## config.mk

```make
export PLATFORM = sky130hd
export DESIGN_NAME = wr_ptr_handler
export DESIGN_NICKNAME = d
export VERILOG_FILES = /design/src/rtl/wr_ptr_handler.sv
export SDC_FILE = /design/constraint.sdc
export NUM_CORES = 1
export LEC_CHECK = 0
export ABC_AREA = 1
export BUFFER_PORTS_ARGS = -buffer_cell sky130_fd_sc_hd__buf_2
export CAP_MARGIN = 10
export CORE_MARGIN = 2
export CORE_UTILIZATION = 31
export CTS_CLUSTER_SIZE = 14
export DETAILED_ROUTE_END_ITERATION = 10
export REMOVE_ABC_BUFFERS = 1
export SYNTH_ARGS = -nofsm -noshare
export SYNTH_HDL_FRONTEND = slang
export SYNTH_SLANG_ARGS = --single-unit
```

## constraint.sdc

```tcl
create_clock -name wclk -period 3.6 [get_ports wclk]
set_input_delay 0 -clock wclk [delete_from_list [all_inputs] [get_ports wclk]]
set_output_delay 0 -clock wclk [all_outputs]
set_load 0.02 [all_outputs]
```

## src/rtl/wr_ptr_handler.sv

```systemverilog
// Write-side pointer logic for the asynchronous FIFO: binary/Gray write pointers
// and a registered full flag derived from the wclk-synchronized Gray read pointer.
module wr_ptr_handler #(
  parameter int PTR_WIDTH = 4
) (
  input  logic                 wclk,
  input  logic                 wrst_n,
  input  logic                 w_en,
  input  logic [PTR_WIDTH-1:0] gray_rptr,
  output logic [PTR_WIDTH-1:0] binary_wptr,
  output logic [PTR_WIDTH-1:0] gray_wptr,
  output logic                 full
);

  // Inverting the two MSBs of the read Gray pointer gives the write Gray value one full lap ahead.
  localparam logic [PTR_WIDTH-1:0] FULL_MASK = PTR_WIDTH'(3) << (PTR_WIDTH - 2);

  logic                 wr_accept;
  logic [PTR_WIDTH-1:0] bin_next;
  logic [PTR_WIDTH-1:0] gray_next;
  logic                 full_next;

  always_comb begin
    wr_accept = w_en & ~full;
    bin_next  = binary_wptr + PTR_WIDTH'(wr_accept);
    gray_next = bin_next ^ (bin_next >> 1);
    full_next = (gray_next == (gray_rptr ^ FULL_MASK));
  end

  always_ff @(posedge wclk or negedge wrst_n) begin
    if (!wrst_n) begin
      binary_wptr <= '0;
      gray_wptr   <= '0;
      full        <= 1'b0;
    end else begin
      binary_wptr <= bin_next;
      gray_wptr   <= gray_next;
      full        <= full_next;
    end
  end

endmodule

```

==> results_dict.tcl <==
set metrics [dict create \
    ant_nets 0 \
    power-per-cell-area_nw_per_um2 1036 \
    dr.first_iter.drc_count 14 \
    layout-drive-gt1-share_pct 31.08 \
    combinationalPowerShare_pct 60.7 \
    drt_first_pass_iters 4 \
    n_antenna_cell 0 \
    synth_sequential_area_ratio_pct 45.98 \
    finalSetupViolCount 0 \
    run_status "completed" \
    total_switching_power_mw 0.2786 \
    fp.dieW_um 41.48 \
    nets 85 \
    antenna_found_initial 0 \
    timing.max_slew.rel_slack_pct 88.00 \
    drc_errors 0 \
    largest_net_degree_at_the_start_of_global_routing 9 \
    peakVddDrop_v 0.0003844 \
    area_of_the_multi_input_gates_um2 197.7 \
    power.clock.fraction_pct 10.8 \
    clock_tree_from_tritoncts "yes" \
    sequential_cell_area_um2 200.2 \
    worst_min_path_start "gray_rptr[2]" \
    numCtsBuffers 3 \
    worst_slew_pin_slew_ns 0.1800 \
    wire_per_inst_um 8.506 \
    htreeDepth 1 \
    yosys_register_bits 8 \
    area.growth.synth_to_final_pct 27.30 \
    p_int_mw 0.2957 \
    startpoint_type "flop" \
    via_count_of_the_first_global_routing_pass 340 \
    grt_util_all_layers_pct 10.64 \
    replace_congestion 0.8292 \
    numClockSinks 8 \
    crit_start "full" \
    timing.final.crit_share_pct 46.86 \
    synth_area_um2 435.4 \
    worst-setup-path-type "flop to flop" \
    wirelength_um 757 \
    maxCapViolCount 0 \
    worstSkewPairLatency_ns 0.24 \
    synthDistinctLibCells 10 \
    yosysWarningCount 0 \
    critical_path_peak_fanout 5 \
    wire_length_of_the_first_global_routing_pass_um 1393 \
    worst_setup_hold_path_clk_slew_ns 0.05 \
    io_pins 16 \
    post_cts_resized 0 \
    max_fclk_mhz 592.8 \
    initial_utilization_pct 33.46 \
    vias_per_cell 4.337 \
    grt_overflow_total 0 \
    final_worst_path_period_need_ns 1.687 \
    design.die.area_um2 1720 \
    hold_viol 0 \
    core_um2 1301 \
    maxSlewViolCount 0 \
    power.share.sequential_pct 28.5 \
    cts_root_buf "clkbuf_4" \
    postSynthCellCount 56 \
    power_switching_share_pct 48.52 \
    count_of_fill_cells_added_during_filler_insertion 149 \
    hpwlAfterDp_um 663.4 \
    clk_skew_ns 0.005231 \
    placementRows 13 \
    fin_worst_hold_slack_ns 0.007290 \
    critical_path.reg2reg.startpoint "full" \
    postSynthAreaPerCell_um2 7.775 \
    cp_data_arrival_time_ns 1.86 \
    rsz0062_at_grt "false" \
    portBuffers 15 \
    setup_total_negative_slack_ns 0 \
    die_y_um 41.48 \
    hold_path_class "input pin to flop" \
    kind_of_end_point_of_the_critical_path "flop" \
    critPathRequiredTime_ns 3.77 \
    routed-via-count 386 \
    static-leakage-power_nw 0.3266 \
    cts-root-to-sink-buffers 2 \
]
## metrics by stage
step,utilization [%],power (mW),std cells,setup WS (ns),cell area [um^2]
3_5_place_dp,40.10,0.5162,85,1.895,521.8
5_1_grt,42.60,0.6381,89,1.693,554.3
4_1_cts,42.60,0.5819,89,1.877,554.3
2_1_floorplan,-,0.4242,55,1.963,427.9
6_report,42.60,0.5743,89,1.913,554.3
3_3_place_gp,40.10,0.5129,85,1.906,521.8
## power by group through the flow
| stage | clock, mW | sequential [mW] | combinational [mW] |
|---|---|---|---|
| global placement | 0 | 0.165 | 0.348 |
| floorplan | 0 | 0.229 | 0.195 |
| CTS | 0.0643 | 0.165 | 0.353 |
| global route | 0.0714 | 0.170 | 0.396 |
| detailed placement | 0 | 0.166 | 0.350 |
| finish | 0.0619 | 0.164 | 0.348 |
## critical path, cell delays in order (launching register included)
cell and delay (ns):
dfrtp_1 0.37, nor2_1 0.11, ha_1 0.20, ha_1 0.28, inv_1 0.11, nand2_1 0.07, nand2_1 0.08, nand2_1 0.05
nand2_1 0.05, nand2_1 0.05, nor2_1 0.10, nand2_1 0.06, nor2_1 0.09
## synth_stat cells (all sizes together)
master	count	area (um^2)
inv	8	30.03
ha	2	25.02
buf	1	7.510
nand2	23	98.84
nand3b	3	22.52
nor2	4	15.01
nand3	6	30.03
nand4	1	6.260
dfrtp	8	200.2
## cells in the final DEF (no fill, tap or decap), types with 2 or more instances in the layout
| cell | instances |
|---|---|
| nand3b_1 | 3 |
| nand3_1 | 6 |
| inv_1 | 8 |
| nand2_1 | 18 |
| dfrtp_1 | 8 |
| nor2_1 | 4 |
| nand2_2 | 5 |
| ha_1 | 2 |
| buf_2 | 15 |
| clkbuf_4 | 3 |
## final cells by class
cell class / instances / share of cell area, %
multi-input combinational: 39 / 35.67
clock buffer: 3 / 4.063
timing repair buffer: 16 / 15.35
tap: 15 / 3.386
sequential: 8 / 36.12
inverter: 8 / 5.418
## path summary, 6_finish.rpt
kind	depth (start not counted)	slack [ns]	endpoint
worst max-delay path	12	1.91	full
worst min-delay path	4	0.007	full
worst max register to register	12	1.91	full
worst min register to register	1	0.56	binary_wptr[0]
max in group asynchronous	2	3.32	binary_wptr[1]
min in group asynchronous	2	0.12	binary_wptr[3]
## repair_timing
action	4_1_cts	5_1_grt
hold endpoints to repair	8	0
hold buffers	1	0
setup buffers	0	0
## flip-flops by register name (all words and copies together), names as in the netlist
register	flops
gray_wptr	3
full	1
binary_wptr	4
## metal layers
metal,GRT usage (%),share of wire (%)
met1,13.97,48
met2,14.37,45
met3,2.174,4.5
met4,9.677,3.2
met5,0,0
## cells by family (layout without fill, tap and decap cells)
group         count (synthesis)  in the layout  synth area share [%]
flops                         8              8                 45.98
buf+inv                       9             27                 8.622
simple gates                 37             37                 39.65
fa+ha+maj                     2              2                 5.746
Power figures use the tool's default switching activity.
